<file path="config.mk">
export PLATFORM = sky130hd
export DESIGN_NAME = seq_serializer
export DESIGN_NICKNAME = d
export VERILOG_FILES = /design/src/rtl/seq_serializer_pkg.sv /design/src/rtl/seq_serializer.sv
export SDC_FILE = /design/constraint.sdc
export NUM_CORES = 1
export LEC_CHECK = 0
export CELL_PAD_IN_SITES_DETAIL_PLACEMENT = 1
export CELL_PAD_IN_SITES_GLOBAL_PLACEMENT = 2
export CORE_MARGIN = 10
export CORE_UTILIZATION = 33
export DETAILED_ROUTE_END_ITERATION = 12
export GPL_TIMING_DRIVEN = 0
export PLACE_DENSITY = 0.75
export SLEW_MARGIN = 20
export SYNTH_ARGS = -nofsm -noshare
export SYNTH_HDL_FRONTEND = slang
export SYNTH_SLANG_ARGS = --single-unit
</file>
<file path="constraint.sdc">
create_clock -name clk -period 1.6 [get_ports clk]
set_input_delay 0.16 -clock clk [delete_from_list [all_inputs] [get_ports clk]]
set_output_delay 0.16 -clock clk [all_outputs]
set_load 0.02 [all_outputs]
</file>
<file path="src/rtl/seq_serializer_pkg.sv">
// Shared definitions for the serializer and the downstream sequence detector:
// state encodings plus a small width helper.
package seq_serializer_pkg;

  // Serializer FSM encodings; 2-bit so illegal codes exist and can be recovered from.
  typedef enum logic [1:0] {
    ST_IDLE  = 2'b00,
    ST_SHIFT = 2'b01
  } ser_state_t;

  // Detector FSM encodings (1001 detector), kept here so both blocks agree.
  typedef enum logic [1:0] {
    DET_S0   = 2'b00,
    DET_S1   = 2'b01,
    DET_S10  = 2'b10,
    DET_S100 = 2'b11
  } det_state_t;

  // Bit counter width; never narrower than one bit.
  function automatic int cnt_width(input int w);
    return (w <= 2) ? 1 : $clog2(w);
  endfunction

endpackage

</file>
<file path="src/rtl/seq_serializer.sv">
// Parallel-to-serial front end: takes WIDTH-bit words on a valid/ready
// handshake and shifts them out one bit per clock on x. A one-word holding
// buffer lets the next word follow the current one with no idle bit.
module seq_serializer
  import seq_serializer_pkg::*;
#(
  parameter int unsigned WIDTH     = 8,
  parameter bit          MSB_FIRST = 1'b1,
  parameter logic        IDLE_BIT  = 1'b0
) (
  input  logic             clk,
  input  logic             res_n,
  input  logic [WIDTH-1:0] in_data,
  input  logic             in_valid,
  output logic             in_ready,
  output logic             x,
  output logic             x_valid,
  output logic             word_done,
  output logic             busy
);

  localparam int CW = cnt_width(WIDTH);
  localparam logic [CW-1:0] CNT_LAST = CW'(WIDTH - 1);

  ser_state_t       state_q, state_d;
  logic [WIDTH-1:0] shreg_q, shreg_d;
  logic [WIDTH-1:0] buf_q, buf_d;
  logic             buf_full_q, buf_full_d;
  logic [CW-1:0]    cnt_q, cnt_d;   // bits remaining after the one on x

  logic             accept;
  logic [WIDTH-1:0] shreg_shifted;

  // Ready depends only on buffer occupancy, never on in_valid.
  assign in_ready = ~buf_full_q;
  assign accept   = in_valid & ~buf_full_q;

  // Move the next bit into the output position.
  always_comb begin
    if (MSB_FIRST) begin
      shreg_shifted = {shreg_q[WIDTH-2:0], 1'b0};
    end else begin
      shreg_shifted = {1'b0, shreg_q[WIDTH-1:1]};
    end
  end

  // Next-state logic: load, shift, buffer, and end-of-word hand-off.
  always_comb begin
    state_d    = state_q;
    shreg_d    = shreg_q;
    buf_d      = buf_q;
    buf_full_d = buf_full_q;
    cnt_d      = cnt_q;
    case (state_q)
      ST_IDLE: begin
        if (accept) begin
          shreg_d = in_data;
          cnt_d   = CNT_LAST;
          state_d = ST_SHIFT;
        end
      end
      ST_SHIFT: begin
        if (cnt_q != '0) begin
          shreg_d = shreg_shifted;
          cnt_d   = cnt_q - CW'(1);
          if (accept) begin
            buf_d      = in_data;
            buf_full_d = 1'b1;
          end
        end else if (buf_full_q) begin
          // Buffered word takes over; in_ready was low so no accept this edge.
          shreg_d    = buf_q;
          cnt_d      = CNT_LAST;
          buf_full_d = 1'b0;
        end else if (accept) begin
          // Bypass straight into the shift register, buffer stays empty.
          shreg_d = in_data;
          cnt_d   = CNT_LAST;
        end else begin
          state_d = ST_IDLE;
        end
      end
      default: begin
        state_d    = ST_IDLE;
        buf_full_d = 1'b0;
        cnt_d      = '0;
      end
    endcase
  end

  // State registers with asynchronous clear.
  always_ff @(posedge clk or negedge res_n) begin
    if (!res_n) begin
      state_q    <= ST_IDLE;
      shreg_q    <= '0;
      buf_q      <= '0;
      buf_full_q <= 1'b0;
      cnt_q      <= '0;
    end else begin
      state_q    <= state_d;
      shreg_q    <= shreg_d;
      buf_q      <= buf_d;
      buf_full_q <= buf_full_d;
      cnt_q      <= cnt_d;
    end
  end

  // Serial outputs come from registered state only.
  always_comb begin
    x         = IDLE_BIT;
    x_valid   = 1'b0;
    word_done = 1'b0;
    if (state_q == ST_SHIFT) begin
      x         = MSB_FIRST ? shreg_q[WIDTH-1] : shreg_q[0];
      x_valid   = 1'b1;
      word_done = (cnt_q == '0);
    end
    busy = (state_q == ST_SHIFT) | buf_full_q;
  end

endmodule

</file>
Yosys cells after proc, flatten, opt, wreduce, memory -nomap -nowiden
Cells that the tools add are included.

storage, ports and cells
  output and inout bits = 5
  logic and storage cells = 42
  flip-flop bits (word level) = 22

operators by class
  add/subtract/negate cells = 1
  muxes and demuxes = 19
  bitwise gates (word level) = 4
  equality and inequality tests = 6
  reductions and logical operators = 7

operator list
  kind                   count
  $mux W8                3
  $pmux W8 S2            1
  $mux W3                3
  $mux W2                4
  $ne A2 B2 Y1 const B   4
  $pmux W3 S2            1
  $mux W1                5
  $pmux W2 S2            1
  $reduce_and A4 Y1      1
  $logic_not A3 Y1       1
  $ne A3 B3 Y1 const B   1
  $reduce_and A3 Y1      1
  $reduce_bool A3 Y1     1
  $sub A3 B1 Y3 const B  1
  $eq A2 B1 Y1 const B   1
  $logic_not A2 Y1       1
  $not A1 Y1             2
  $pmux W1 S2            1
  $reduce_and A2 Y1      1
  $reduce_bool A2 Y1     1
  $and A1 B1 Y1          1
  $or A1 B1 Y1           1

Depth between registers and ports, before layout
  depth after elaboration = 6
  depth in mapped cells = 6

Worst setup path before layout
OpenSTA, ideal clock, no wires.

  path kind = reg-to-reg
  from = reg cnt_q[0]
  to = reg buf_q[0]
  data arrival time = 1,256 ps
  path slack = 220 ps
  cell stages (with the launch flop) = 6
  library setup time = 125 ps
  cell sequence = dfrtp_1 inv_1 ha_1 nand2b_1 nand3_4 mux2_2

on the way
  cells in the longest elaborated chain, start to end = 2

RTL lines
  what                         RTL line               text
  from (decl)                  seq_serializer.sv:29   logic [CW-1:0] cnt_q, cnt_d;
  from (signal assigned)       seq_serializer.sv:104  cnt_q <= cnt_d;
  $reduce_bool A3 Y1           seq_serializer.sv:63   if (cnt_q != '0) begin
  $reduce_and A3 Y1 (no line)  --
  to (signal assigned)         seq_serializer.sv:102  buf_q <= buf_d;
  to (decl)                    seq_serializer.sv:27   logic [WIDTH-1:0] buf_q, buf_d;

Every way passes these cells.
A chain may end at the register's enable or synchronous reset.

Worst setup path in the final report
  from = reg state_q[0]
  to = out x

on the way
  cells in the longest elaborated chain, start to end = 2

RTL lines
  what                    RTL line               text
  from (decl)             seq_serializer.sv:25   ser_state_t state_q, state_d;
  from (signal assigned)  seq_serializer.sv:100  state_q <= state_d;
  $eq A2 B1 Y1            seq_serializer.sv:113  if (state_q == ST_SHIFT) begin
  $mux W1                 seq_serializer.sv:113
  to (decl)               seq_serializer.sv:16   output logic x,

Every way passes these cells.

==> flow_summary.toml <==
[floorplan]
io_pins = 16
dieArea_sq_um = 5800
initial_core_util_pct = 34.4
num_rows = 20
die_width_um = 76.2
die_y_um = 76.2
coreArea_sq_um = 3030

[yosys]
synth_compound_area_share_pct = 16.2
synth_top_family_by_area = "simple AND/OR/NAND/NOR gates"
synthXorXnorAreaFrac_pct = 0
yosys_warnings = 0
syn_inst = 96
ys_ff_latch = 21
synth-seq-area-share_pct = 50.5
synth.mux.area_fraction_pct = 9.62
synth-simple-area-share_pct = 16.3
synthAdderAreaFrac_pct = 2.40
syn_nets = 109
synth.distinct_cells = 28
synth_area_per_cell_sq_um = 10.8
syn_area_sq_um = 1040

[route]
firstDrtPassIters = 4
routed_wirelength_um = 2490
drt-initial-drc-count = 24
ant_nets = 0
drc = 0
wire_per_inst_um = 15.5
routed_via_density = 5.11
via_count = 822

[setup_path]
cpMaxStageDelayCell = "dfrtp_2"
worst_ep_arrival_time_ps = 1360
start_kind = "register"
crit_chain = "clkbuf_8 -> and2_1 -> clkdlybuf4s15_1"
worstPathRequired_ps = 1440
crit_buf_inv = 2
max_stage_delay_ps = 460
worst_path_dominant_cell_family = "flip-flops"
cp-end-kind = "output port"
crit_type = "reg2out"
crit_fanout = 10

[sta]
fmax_ghz = 0.658
finalHoldViolCount = 0
rsz0062_at_grt = "false"
fin_crit_ps = 1520
slew_viol_final = 0
setup_violations = 0
tightest_slew_ps = 972
skew_ps = 4.30
relSlewSlack_pct = 35.0
post-route-period-util_pct = 94.9

[clocking]
clk_pin_slew_worst_paths_ps = 120
hold_buffers = 0
numCtsBuffers = 3
cts_tree = "built"
cts_sinks = 21
cts_max_level = 1
clockRootBuffer = "clkbuf_4"
clock_latency_ps = 300
clockBufferDepth = 2

[pwr]
irDropWorstVdd_v = 0.000618
power_leakage_nw = 0.533
cellPowerDensity_nw_per_um2 = 1560
power_mw = 2.06

[cells_and_area]
regArea_sq_um = 527
fill_cells = 338
drive_above_1_share_pct = 24.8
design_area_sq_um = 1320
syn2layout_area_growth_pct = 26.6
num_antenna_cells = 0
final_net_count = 131
multi_input_area_sq_um = 487
fin_cells = 161

[place]
gp_congestion = 0.766
port_buffers = 15
dp_cells = 155
dp_hpwl_um = 1740
dpl-instance-area_sq_um = 1250

[global_route]
grt_pass1_vias = 901
antenna_found_initial = 0
grt_pass1_wl_um = 4330
overflow = 0
grt_usage_pct = 8.81
grt_max_degree = 22

[run]
cap_violations = 0

[hold_path]
worstHoldPathType = "in2async"

[status]
status = "finished, final reports clean"
## synth_stat cells, drive strengths merged
cell type | count | area share, %
ha | 2 | 2.4
nor2 | 4 | 1.4
a22oi | 1 | 0.72
a32oi | 8 | 6.7
dfrtp | 21 | 50
nand4 | 1 | 0.60
or2b | 1 | 0.72
mux2 | 8 | 8.7
nor3 | 2 | 0.96
inv | 4 | 1.4
o22ai | 7 | 4.2
nor2b | 2 | 1.9
a21oi | 2 | 0.96
nand3 | 1 | 1.7
nor4bb | 1 | 0.96
o22a | 1 | 0.84
nand3b | 1 | 0.72
o211ai | 1 | 0.72
buf | 4 | 3.1
nand2b | 1 | 0.60
o21ai | 1 | 0.84
nand2 | 17 | 6.1
a31oi | 2 | 1.2
clkbuf | 1 | 0.36
mux2i | 1 | 0.96
and2 | 1 | 0.60
## worst register-to-register path, delay by kind of cell, from the launching register on
kind / cells / cell delay [ps]
compound gates: 2 / 300
fa+ha+maj: 1 / 170
simple gates: 1 / 200
buf+inv: 2 / 340
flops: 1 / 400
## logic make-up (layout without fill, tap and decap cells)
family                     count (synthesis)  in the layout
AOI/OAI and AO/OA                         23             23
adders and majority gates                  2              2
buffers and inverters                      9             30
DFF                                       21             21
muxes                                      9              9
and+or+nand+nor                           32             32
## routing by layer
metal	share of wire (%)	wire length, um	global-route usage, %	up-vias
met1	46	1140	10.7	412
met2	51	1280	15.3	12
met5	0	0	0	-
met4	0.36	9	1.12	0
li1	-	-	-	396
met3	2.5	63	2.59	2
## timing repair
| action | CTS | global route |
|---|---|---|
| pin swaps | 1 | 1 |
| resized for setup | 18 | 4 |
| setup endpoints to repair | 13 | 11 |
| buffers inserted | 0 | 2 |
## flip-flops by register name, summed over array words and instances, names as in the netlist
register    cells
state_q         1
buf_q           8
shreg_q         8
buf_full_q      1
cnt_q           3
## metrics by stage
step	TNS [ps]	hold WS (ps)	setup slack [ps]	utilization, %
2_1_floorplan	0	-136	220	-
3_3_place_gp	-847	494	-295	41.2
3_5_place_dp	-1090	497	-286	41.2
4_1_cts	0	412	0.607	42.9
5_1_grt	0	441	9.34	43.5
6_report	0	384	81.4	43.5
## cell usage in the layout, fill, tap and decap left out, types with 2 or more instances in the layout
cell type	count
a32oi_1	8
dfrtp_1	20
buf_6	2
nand2_1	17
clkbuf_4	4
mux2_2	8
nor2_1	3
buf_4	3
nor3_1	2
dlygate4sd2_1	3
inv_2	3
clkdlybuf4s50_1	10
a31oi_1	2
a21oi_1	2
o22ai_1	7
## layout make-up
type,instances,area share [%]
plain buffers,5,3.70
clock buffers,4,1.99
multi-input cells,66,36.9
repair buffers,17,12.1
flip-flops and latches,21,40.0
inverters,4,1.14
well taps,44,4.18
## power breakdown
group | switching, mW | total [mW] | internal [mW]
logic | 0.444 | 0.896 | 0.453
clock network | 0.159 | 0.257 | 0.0972
registers | 0.131 | 0.904 | 0.773
## final timing paths
path | endpoint | cells past startpoint | slack, ps | start
max | x | 3 | 80 | state_q[0]$_DFFE_PN0P_
min | buf_q[6]$_DFFE_PN0P_ | 1 | 380 | res_n
max reg2reg | shreg_q[4]$_DFF_PN0_ | 6 | 110 | cnt_q[1]$_DFF_PN0_
min reg2reg | buf_q[1]$_DFFE_PN0P_ | 1 | 520 | buf_q[1]$_DFFE_PN0P_
max in group asynchronous | state_q[0]$_DFFE_PN0P_ | 1 | 570 | res_n
min in group clk | shreg_q[5]$_DFF_PN0_ | 3 | 450 | in_data[5]
Note: power is estimated with default switching activity, not from simulation.
==> edit, RTL diff (same flow settings) <==
`WIDTH`: 8 -> 6.
--- a/src/rtl/seq_serializer.sv
+++ b/src/rtl/seq_serializer.sv
@@ -5,5 +5,5 @@
   import seq_serializer_pkg::*;
 #(
-  parameter int unsigned WIDTH     = 8,
+  parameter int unsigned WIDTH     = 6,
   parameter bit          MSB_FIRST = 1'b1,
   parameter logic        IDLE_BIT  = 1'b0
Ports: changed (resized in_data); port bits go from 16 to 14. No check against the original RTL was run, so the function may have changed too.
==> edit against the unedited design <==
Wire length is 13% lower. Design area is 18% lower. Utilization decreased by 0.069 points. Largest cell class unchanged. Power rose by 2.4%. Die area fell by 12%. Area after synthesis is 16% lower. Clock skew up 1.7 ps. Highest routed layer unchanged. Fmax grew 0.26%. Worst setup slack gained 3.9 ps. Critical endpoint is now x_valid. Sequential power down 13%. Sequential cell count shrank 4.
==> edit: results (changes against the unedited design) <==
status=finished clean; pin count of the biggest net entering global routing=18 (-18%); share of cells above drive strength 1=27.3% (+2.5 points); Worst Setup EP=x_valid; final wirelength=2.17 mm (-13%); FF-to-FF path depth=5 (-1); Clock Skew=6.03 ps (+1.72 ps); Placer Congestion=0.696 (-9.2%); first-pass GRT wire length=3.75 mm (-13%); Crit Path Max Fanout=5 (-5); Netlist cell types=30 (+7.1%); Lkg Pwr=0.000454 uW (-15%); Post-Syn Nets=93 (-15%); fill cell count=284 (-16%); Max Fclk=0.660 GHz (+0.26%); pre-CTS setup slack=-202 ps (+84.5 ps); commonest cells in the netlist=dfrtp_1, nand2_1, mux2_2; highest-delay cell along the critical path=clkdlybuf4s50_1; Final nets=111 (-15%); CP delay by family, top=buffers and inverters; switching power=848 uW (+16%); max_slew headroom=47.6% (+13 points); Reg-to-Reg Start=cnt_q[0]; biggest regs=buf_q x6, shreg_q x6, cnt_q x3; Initial DRC Count=17 (-29%); post-DP HPWL=1.59 mm (-8.6%); Clock transition at path regs=100 ps (-20 ps); IO Port Bufs=13 (-2); Worst path max stage delay=630 ps (+170 ps); fin util=43.4% (-0.069 points); vias in the first global route=756 (-16%); Syn Area/Cell=10.6 um2 (-1.9%)
edit: cell families (layout without fill, tap and decap cells):
family / count (synthesis) / in the layout / synth area share (%)
flip-flops: 17 / 17 / 48.8
AND/OR/NAND/NOR: 27 / 27 / 17.5
multiplexers: 7 / 7 / 8.89
AO/OA/AOI/OAI: 20 / 20 / 16.2
buffers and inverters: 9 / 26 / 5.74
adder cells (fa/ha/maj): 2 / 2 / 2.87
edit: power by group through the flow:
stage | Sequential, uW | Combinational (uW) | Clock, uW
floorplan | 762 | 730 | 0
global placement | 778 | 1000 | 0
detailed placement | 791 | 1040 | 0
CTS | 787 | 1060 | 245
global route | 821 | 1190 | 270
finish | 789 | 1080 | 237
edit: worst min-delay path by stage:
stage             start         end  slack, ps  depth (start not counted)
6_report          res_n    buf_q[3]        310                          1
5_1_grt           res_n    buf_q[2]        360                          1
2_1_floorplan     res_n  buf_full_q       -140                          0
3_3_place_gp   cnt_q[1]    cnt_q[1]        460                          1
4_1_cts           res_n    buf_q[3]        350                          1
3_5_place_dp   cnt_q[1]    cnt_q[1]        490                          1
edit: timing repair:
item,CTS,global route
resized for setup,14,7
endpoints found under the hold margin,0,0
hold buffers,0,0
buffers inserted,0,0
endpoints found under the setup margin,11,7
edit: metrics by stage:
stage	power, uW	std cells
finish	2110	129
global placement	1780	125
detailed placement	1830	125
floorplan	1490	82
global route	2280	129
CTS	2090	129
edit: layout make-up:
type	count	area share (%)
Sequential cell	17	39.3
Clock buffer	4	2.42
Multi-Input combinational cell	56	38.8
Tap cell	30	3.46
Buffer	4	3.23
Timing Repair Buffer	13	11.1
Inverter	5	1.73
edit: layer usage:
metal	vias to the layer above	part of all wire (%)	GRT usage [%]
li1	329	-	-
met1	343	45	10.9
met2	12	48	13.9
met3	5	5.6	3.72
met4	0	1.2	3.23
met5	-	0	0
